File: config.mk
export PLATFORM = sky130hd
export DESIGN_NAME = ram_port_arbiter_flat
export DESIGN_NICKNAME = d
export VERILOG_FILES = /design/src/rtl/ram_port_arbiter_if.sv /design/src/rtl/ram_port_arbiter.sv /design/src/flat_wrapper.sv
export SDC_FILE = /design/constraint.sdc
export NUM_CORES = 1
export LEC_CHECK = 0
export ABC_AREA = 1
export CAP_MARGIN = 40
export CELL_PAD_IN_SITES_DETAIL_PLACEMENT = 1
export CELL_PAD_IN_SITES_GLOBAL_PLACEMENT = 1
export CORE_MARGIN = 3
export CORE_UTILIZATION = 15
export CTS_CLUSTER_SIZE = 24
export DETAILED_ROUTE_END_ITERATION = 7
export HOLD_SLACK_MARGIN = 0.1
export PLACE_DENSITY = 0.94
export SYNTH_ARGS = -nofsm -noshare
export SYNTH_HDL_FRONTEND = slang
export SYNTH_SLANG_ARGS = --single-unit
File: constraint.sdc
create_clock -name Clock -period 2.7 [get_ports Clock]
set_input_delay 0.54 -clock Clock [delete_from_list [all_inputs] [get_ports Clock]]
set_output_delay 0.54 -clock Clock [all_outputs]
set_load 0.005 [all_outputs]
File: src/rtl/ram_port_arbiter_if.sv
// Request/response bundle for one RAM requester port.
// master: requester (req/we/lock/addr/wdata out); slave: arbiter side.
interface ram_port_arbiter_if #(
    parameter int AW = 16,
    parameter int DW = 16
);
    logic          req;
    logic          we;
    logic          lock;
    logic [AW-1:0] addr;
    logic [DW-1:0] wdata;
    logic          gnt;
    logic          rvalid;
    logic [DW-1:0] rdata;

    modport master (
        output req, we, lock, addr, wdata,
        input  gnt, rvalid, rdata
    );

    modport slave (
        input  req, we, lock, addr, wdata,
        output gnt, rvalid, rdata
    );
endinterface

File: src/rtl/ram_port_arbiter.sv
// Round-robin arbiter sharing one single-port RAM between CPU (p0) and DMA (p1).
// Ports: Clock, Resetn (sync, active-low); p0/p1 requester interfaces;
// mem_addr/mem_wdata/mem_we/mem_rdata RAM side; busy.
// Optional ARB_STATS_EN adds stat_gnt0, stat_gnt1, stat_conflict counters.
module ram_port_arbiter #(
    parameter int AW        = 16,
    parameter int DW        = 16,
    parameter int RD_LAT    = 1,
    parameter int MAX_BURST = 8
) (
    input  logic          Clock,
    input  logic          Resetn,
    ram_port_arbiter_if.slave p0,
    ram_port_arbiter_if.slave p1,
    output logic [AW-1:0] mem_addr,
    output logic [DW-1:0] mem_wdata,
    output logic          mem_we,
    input  logic [DW-1:0] mem_rdata,
    output logic          busy
`ifdef ARB_STATS_EN
    ,
    output logic [15:0]   stat_gnt0,
    output logic [15:0]   stat_gnt1,
    output logic [15:0]   stat_conflict
`endif
);

    localparam logic [7:0] MAXB = 8'(MAX_BURST);

    logic              last_owner;
    logic              last_lock;
    logic [7:0]        burst_cnt;
    logic [RD_LAT-1:0] pipe_v;
    logic [RD_LAT-1:0] pipe_o;

    logic both;
    logic hold;
    logic owner;
    logic g0;
    logic g1;
    logic other_req;
    logic rd_issue;
    logic rv;

    // Grant: lock keeps the previous owner only while the burst
    // cap is not reached; otherwise alternate.
    always_comb begin
        both  = p0.req & p1.req;
        hold  = last_lock && (burst_cnt < MAXB);
        owner = 1'b0;
        g0    = 1'b0;
        g1    = 1'b0;
        if (Resetn) begin
            if (both) begin
                owner = hold ? last_owner : ~last_owner;
                g0    = ~owner;
                g1    = owner;
            end else begin
                g0 = p0.req;
                g1 = p1.req;
            end
        end
    end

    always_comb begin
        other_req = g1 ? p0.req : p1.req;
        rd_issue  = (g0 & ~p0.we) | (g1 & ~p1.we);
        mem_addr  = g1 ? p1.addr  : p0.addr;
        mem_wdata = g1 ? p1.wdata : p0.wdata;
        mem_we    = (g0 & p0.we) | (g1 & p1.we);
        rv        = Resetn & pipe_v[RD_LAT-1];
        busy      = Resetn & ((|pipe_v) | g0 | g1);
    end

    assign p0.gnt    = g0;
    assign p1.gnt    = g1;
    assign p0.rvalid = rv & ~pipe_o[RD_LAT-1];
    assign p1.rvalid = rv &  pipe_o[RD_LAT-1];
    assign p0.rdata  = p0.rvalid ? mem_rdata : '0;
    assign p1.rdata  = p1.rvalid ? mem_rdata : '0;

    always_ff @(posedge Clock) begin
        if (!Resetn) begin
            last_owner <= 1'b1;
            last_lock  <= 1'b0;
            burst_cnt  <= '0;
            pipe_v     <= '0;
            pipe_o     <= '0;
        end else begin
            if (g0 | g1) begin
                last_owner <= g1;
                last_lock  <= g1 ? p1.lock : p0.lock;
                if ((g1 != last_owner) || !other_req)
                    burst_cnt <= 8'd1;
                else if (burst_cnt < MAXB)
                    burst_cnt <= burst_cnt + 8'd1;
            end else begin
                burst_cnt <= '0;
            end
            // Owner tag travels with the read so data returns in order.
            pipe_v[0] <= rd_issue;
            pipe_o[0] <= g1;
            for (int i = 1; i < RD_LAT; i++) begin
                pipe_v[i] <= pipe_v[i-1];
                pipe_o[i] <= pipe_o[i-1];
            end
        end
    end

`ifdef ARB_STATS_EN
    always_ff @(posedge Clock) begin
        if (!Resetn) begin
            stat_gnt0     <= '0;
            stat_gnt1     <= '0;
            stat_conflict <= '0;
        end else begin
            if (g0 && stat_gnt0 != 16'hFFFF)
                stat_gnt0 <= stat_gnt0 + 16'd1;
            if (g1 && stat_gnt1 != 16'hFFFF)
                stat_gnt1 <= stat_gnt1 + 16'd1;
            if (both && stat_conflict != 16'hFFFF)
                stat_conflict <= stat_conflict + 16'd1;
        end
    end
`endif

endmodule

File: src/flat_wrapper.sv
// flat-port wrapper written by rule: the top's interface ports become plain ports
module ram_port_arbiter_flat 
#(
    parameter int AW        = 16,
    parameter int DW        = 16,
    parameter int RD_LAT    = 1,
    parameter int MAX_BURST = 8
)
  (Clock, Resetn, mem_addr, mem_wdata, mem_we, mem_rdata, busy, p0_req, p0_we, p0_lock, p0_addr, p0_wdata, p0_gnt, p0_rvalid, p0_rdata, p1_req, p1_we, p1_lock, p1_addr, p1_wdata, p1_gnt, p1_rvalid, p1_rdata);
  ram_port_arbiter_if #(.AW(AW), .DW(DW)) p0_i ();
  ram_port_arbiter_if #(.AW(AW), .DW(DW)) p1_i ();
  input  logic Clock;
  input  logic Resetn;
  output logic [AW-1:0] mem_addr;
  output logic [DW-1:0] mem_wdata;
  output logic mem_we;
  input  logic [DW-1:0] mem_rdata;
  output logic busy;
  input wire logic [$bits(p0_i.req)-1:0] p0_req;
  input wire logic [$bits(p0_i.we)-1:0] p0_we;
  input wire logic [$bits(p0_i.lock)-1:0] p0_lock;
  input wire logic [$bits(p0_i.addr)-1:0] p0_addr;
  input wire logic [$bits(p0_i.wdata)-1:0] p0_wdata;
  output wire logic [$bits(p0_i.gnt)-1:0] p0_gnt;
  output wire logic [$bits(p0_i.rvalid)-1:0] p0_rvalid;
  output wire logic [$bits(p0_i.rdata)-1:0] p0_rdata;
  input wire logic [$bits(p1_i.req)-1:0] p1_req;
  input wire logic [$bits(p1_i.we)-1:0] p1_we;
  input wire logic [$bits(p1_i.lock)-1:0] p1_lock;
  input wire logic [$bits(p1_i.addr)-1:0] p1_addr;
  input wire logic [$bits(p1_i.wdata)-1:0] p1_wdata;
  output wire logic [$bits(p1_i.gnt)-1:0] p1_gnt;
  output wire logic [$bits(p1_i.rvalid)-1:0] p1_rvalid;
  output wire logic [$bits(p1_i.rdata)-1:0] p1_rdata;
  assign p0_i.req = p0_req;
  assign p0_i.we = p0_we;
  assign p0_i.lock = p0_lock;
  assign p0_i.addr = p0_addr;
  assign p0_i.wdata = p0_wdata;
  assign p0_gnt = p0_i.gnt;
  assign p0_rvalid = p0_i.rvalid;
  assign p0_rdata = p0_i.rdata;
  assign p1_i.req = p1_req;
  assign p1_i.we = p1_we;
  assign p1_i.lock = p1_lock;
  assign p1_i.addr = p1_addr;
  assign p1_i.wdata = p1_wdata;
  assign p1_gnt = p1_i.gnt;
  assign p1_rvalid = p1_i.rvalid;
  assign p1_rdata = p1_i.rdata;
  ram_port_arbiter #(.AW(AW), .DW(DW), .RD_LAT(RD_LAT), .MAX_BURST(MAX_BURST)) u_core (.Clock(Clock), .Resetn(Resetn), .p0(p0_i), .p1(p1_i), .mem_addr(mem_addr), .mem_wdata(mem_wdata), .mem_we(mem_we), .mem_rdata(mem_rdata), .busy(busy));
endmodule
* After elaboration in Yosys (flattened, before gate mapping) *
Cells that the tools add are included.

storage, ports and cells
  flip-flop bits (word level) = 12
  input bits = 88
  output and inout port bits = 70
  logic and storage cells = 49

operators by class
  add/sub/neg operators = 1
  $lt $le $gt $ge = 1
  equal/unequal tests = 1
  multiplexer cells = 13
  bitwise operators = 21
  reduce and logical (&&, ||, !) cells = 6

operator list
  operator                                                              number
  16-bit two-way mux                                                    4
  1-bit bitwise AND                                                     9
  1-bit two-way mux                                                     9
  8-bit by 1-bit adder with 8-bit output, second input constant         1
  8-bit by 4-bit < comparator with 1-bit output, second input constant  1
  1-bit NOT                                                             7
  1-bit OR                                                              5
  3-bit OR reduction                                                    1
  2-bit AND reduction                                                   1
  2-bit nonzero test                                                    1
  1-bit logical AND                                                     1
  1-bit zero test                                                       1
  1-bit logical OR                                                      1
  1-bit != test                                                         1

* Logic depth before layout (Yosys ltp) *
  word-level depth = 9
  gate-level depth with buffers = 11
  depth with buffers taken out = 10

* Worst setup path after synthesis *
Ideal clock, no wire load.

  path type = in2out
  start = input port p0_req
  end = output port mem_addr[10]
  arrival time = 1.219 ns
  data required time = 2.160 ns
  setup slack = 0.941 ns
  stages = 7
  cells stage by stage = nand2_1 -> nand3b_2 -> nand2_2 -> buf_6 -> buf_6 -> nand2_1 -> nand2_1

between the ends
  cells in the longest elaborated chain, start to end = 4

RTL lines
  element             RTL line                source
  from (decl)         flat_wrapper.sv:19      input wire logic [$bits(p0_i.req)-1:0] p0_req;
  1-bit bitwise AND   ram_port_arbiter.sv:48  both = p0.req & p1.req;
  1-bit two-way mux   ram_port_arbiter.sv:54  if (both) begin
  1-bit two-way mux   ram_port_arbiter.sv:53  if (Resetn) begin
  16-bit two-way mux  ram_port_arbiter.sv:68  mem_addr = g1 ? p1.addr : p0.addr;
  to (decl)           flat_wrapper.sv:14      output logic [AW-1:0] mem_addr;

Every way passes these cells.

* Worst setup path after layout *
  start = register u_core.burst_cnt[7]
  end = output port mem_addr[9]

between the ends
  cells in the longest elaborated chain, start to end = 6

RTL lines
  element                                        RTL line                source
  from (decl)                                    ram_port_arbiter.sv:32  logic [7:0] burst_cnt;
  from (signal assigned)                         ram_port_arbiter.sv:96  burst_cnt <= burst_cnt + 8'd1;
  8-bit by 4-bit < comparator with 1-bit output  ram_port_arbiter.sv:49  hold = last_lock && (burst_cnt < MAXB);
  1-bit logical AND                              ram_port_arbiter.sv:49
  1-bit two-way mux                              ram_port_arbiter.sv:55  owner = hold ? last_owner : ~last_owner;
  1-bit two-way mux                              ram_port_arbiter.sv:54
  1-bit two-way mux                              ram_port_arbiter.sv:53
  16-bit two-way mux                             ram_port_arbiter.sv:68

Every way passes these cells.

==> impl_summary.md <==
Status
The flow ran to the end, and the final reports show no timing, DRC or antenna violations.

Clocking
CTS built an H-tree with a depth of 1. The clock slew seen by the registers of the worst setup and hold paths is 50 ps. TritonCTS built the clock tree. Clock tree synthesis inserted a total of 3 buffers.

The tree built by TritonCTS fans out to 12 sinks. In this run the clock root is driven by a clkbuf_8. Buffers inserted to repair hold after CTS numbered 0. The longest clock path from root to sink contains 2 buffers.

The clock latency on the worst-skew pair is 240 ps.

Timing
The final hold violation count is 0. The clock tree skew after final layout is 4.51 ps. In the final timing run, aggregate negative setup slack is 0 ps. The post-route fraction of the period consumed by the critical path is 96.7%.

Derived from the worst setup path, the maximum achievable clock frequency is 383 MHz. The count of final max-slew check failures is 0. The final worst slack is 87.9 ps. The worst path needs 2610 ps of the cycle, external delays included. The final number of setup-violating endpoints is 0.

Global route
The routing usage on met1 is 14.1%. The total overflow left after global routing is 0. The number of global-route vias before repair came to 2053. Entering global routing, the biggest net connects 21 pins.

The initial antenna violation count is 0. The first global-routing pass estimated 10000 µm of wire. For this run, global-route usage on met2 was measured as 29.5%. The global routing stage identified its most utilized layer as met2.

The total global-route track usage is 14.2%. For this run, global-route usage on met3 was measured as 2.63%.

Logic synthesis
Counting distinct cell types in the post-synthesis netlist gives 23. The count of state elements after synthesis is 12. The register area share after synthesis is 20.3%. The synthesized netlist occupies a cell area of 1190 µm². The mean instance size in the synthesized netlist is 5.11 µm². Counting every instance in the synthesized netlist gives 232. The total of warnings raised by yosys is 0.

Power and ir drop
The total chip power is 752 µW. The static leakage power is 0.00149 µW. The total power density per cell area is 244 nW/µm². The peak supply drop is 0.000242 V.

Critical path
The kind of end point of the critical path is an output pin. The critical setup path kind is reg2out. Of all nets on the critical path, the largest fanout is 10. The required time of the critical path is 2160 ps. At the worst endpoint, the arrival time is 2070 ps. Counting cells, the worst reg-to-reg path comes to 9. STA classifies the critical path startpoint as a register.

Cells and area
The fraction of layout instances using a drive strength above 1 is 7.98%. The final net count is 492. The final instance area is 3090 µm². Across the whole layout, storage elements account for 240 µm². At the end of the flow the core is filled with cells to 41.4%. The area growth from synthesis to layout is 160%. Summing all multi-input logic gate instances after layout gives 787 µm². Counting the fill cells in the layout gives 941.

The total inserted antenna cells is 0.

Route
Wires add up to 7070 µm. The iteration count of the initial detailed-routing pass is 4. The routed via count is 2009.

After detailed routing, the number of vias per cell comes to 4.02. The remaining routing DRC violations is 0. The number of violations reported at the end of detailed-routing iteration 0 is 37. The detailed-route wire length per cell is 14.1 µm. The number of routed nets with antenna violations is 0.

Floorplan
The horizontal die dimension is 94.9 µm. Measured along the y axis, the die boundary spans 94.9 µm. The area of the placeable core is 7450 µm². The I/O pin count is 158.

The initial utilization of the core area, before any placement, comes to 15.9%. After floorplanning, the core was divided into 31 placement rows. The die covers 9010 µm².

Placed design
The congestion estimate from routability-driven global placement came to 0.711. The detailed placement HPWL is 5970 µm. The count of buffers from port buffering is 157. The pre-CTS worst setup slack is -268 ps. The area of placed instances is 2950 µm².

Worst hold path
The type of the tightest min-delay check is reg2reg. The number of stages on the worst hold path is 2.

Flow run
The number of max-cap violations is 0.
[through the flow]
stage / instances / hold WS (ps)
floorplan: 235 / 455
global placement: 494 / 476
detailed placement: 494 / 507
CTS: 498 / 521
global route: 500 / 575
finish: 500 / 533
[Yosys cell counts, drive strengths merged]
master,n,area share [%]
nor2,39,13
dfxtp,12,20
o21ai,1,0.42
o211ai,2,1.3
xnor2,2,1.5
a41oi,1,0.74
clkinv,1,0.42
clkbuf,2,0.63
ha,1,1.1
o22ai,1,0.53
nand2,118,38
nand4,1,0.53
inv,34,11
nand3b,1,0.95
nand3,7,3.8
a21boi,1,0.63
conb,1,0.32
buf,7,5.7
[timing repair]
item / 4_1_cts / 5_1_grt
gates resized for setup: 12 / 7
gates cloned: 1 / 1
buffers inserted: 0 / 1
endpoints found under the setup margin: 50 / 36
pin swaps: 1 / 4
[routing by layer]
layer,up-vias,part of all wire [%]
met5,-,0
met4,0,1.8
met3,9,6.4
met2,77,58
met1,911,34
li1,1012,-
[cell type report]
class / count / share of cell area [%]
flip-flops and latches: 12 / 7.78
multi-input cells: 179 / 25.5
inverters: 35 / 4.46
repair buffers: 172 / 56.9
clock buffers: 3 / 1.34
well taps: 99 / 4.01
[power breakdown]
part / leakage [µW] / internal, µW / switching (µW) / total (µW)
clock: 0.0000216 / 98.1 / 63.2 / 161
combinational: 0.00137 / 257 / 139 / 396
sequential: 0.0000996 / 187 / 7.73 / 195
[critical path, stage by stage, from the launching register on]
cell and delay [ps]:
dfxtp_1 300, nor2_2 130, nand3_2 110, clkinv_2 90
nand3_4 90, nand3b_4 120, nand2_8 90, inv_6 100
clkbuf_16 150, nand2_1 60, nand2_1 80, clkdlybuf4s50_1 510
[path summary, 6_finish.rpt]
kind | slack [ps] | end | startpoint
min | 530 | u_core.burst_cnt[3] | u_core.burst_cnt[3]
min reg2reg | 530 | u_core.burst_cnt[3] | u_core.burst_cnt[3]
max reg2reg | 1230 | u_core.burst_cnt[3] | u_core.burst_cnt[4]
max | 90 | mem_addr[9] | u_core.burst_cnt[7]
[flip-flops by register name (all words and copies together), names as in the netlist]
register / count
u_core.burst_cnt: 8
u_core.last_lock: 1
u_core.last_owner: 1
u_core.pipe_o: 1
u_core.pipe_v: 1
[layout by cell type, fill, tap and decap left out, types with 2 or more instances in the layout]
master / instances
nor2_1: 37
xnor2_1: 2
dlygate4sd2_1: 3
buf_4: 9
nand2_1: 115
conb_1: 4
nand2_2: 2
nand3_2: 2
clkdlybuf4s50_1: 152
inv_2: 2
o211ai_1: 2
dfxtp_1: 12
nand3_1: 4
nor2_2: 2
clkbuf_8: 3
inv_1: 31
buf_12: 3
[cells by family (layout without fill, tap and decap cells)]
family          after synthesis  count (layout)  share of synthesized area [%]
simple gates                166             166                           55.8
flops                        12              12                           20.3
compound gates                6               6                           3.59
fa+ha+maj                     1               1                           1.05
buf+inv                      44             210                           17.5
xor+xnor                      2               2                           1.48
other cells                   1               4                          0.316
No activity file was read; power rests on OpenSTA's default activity.
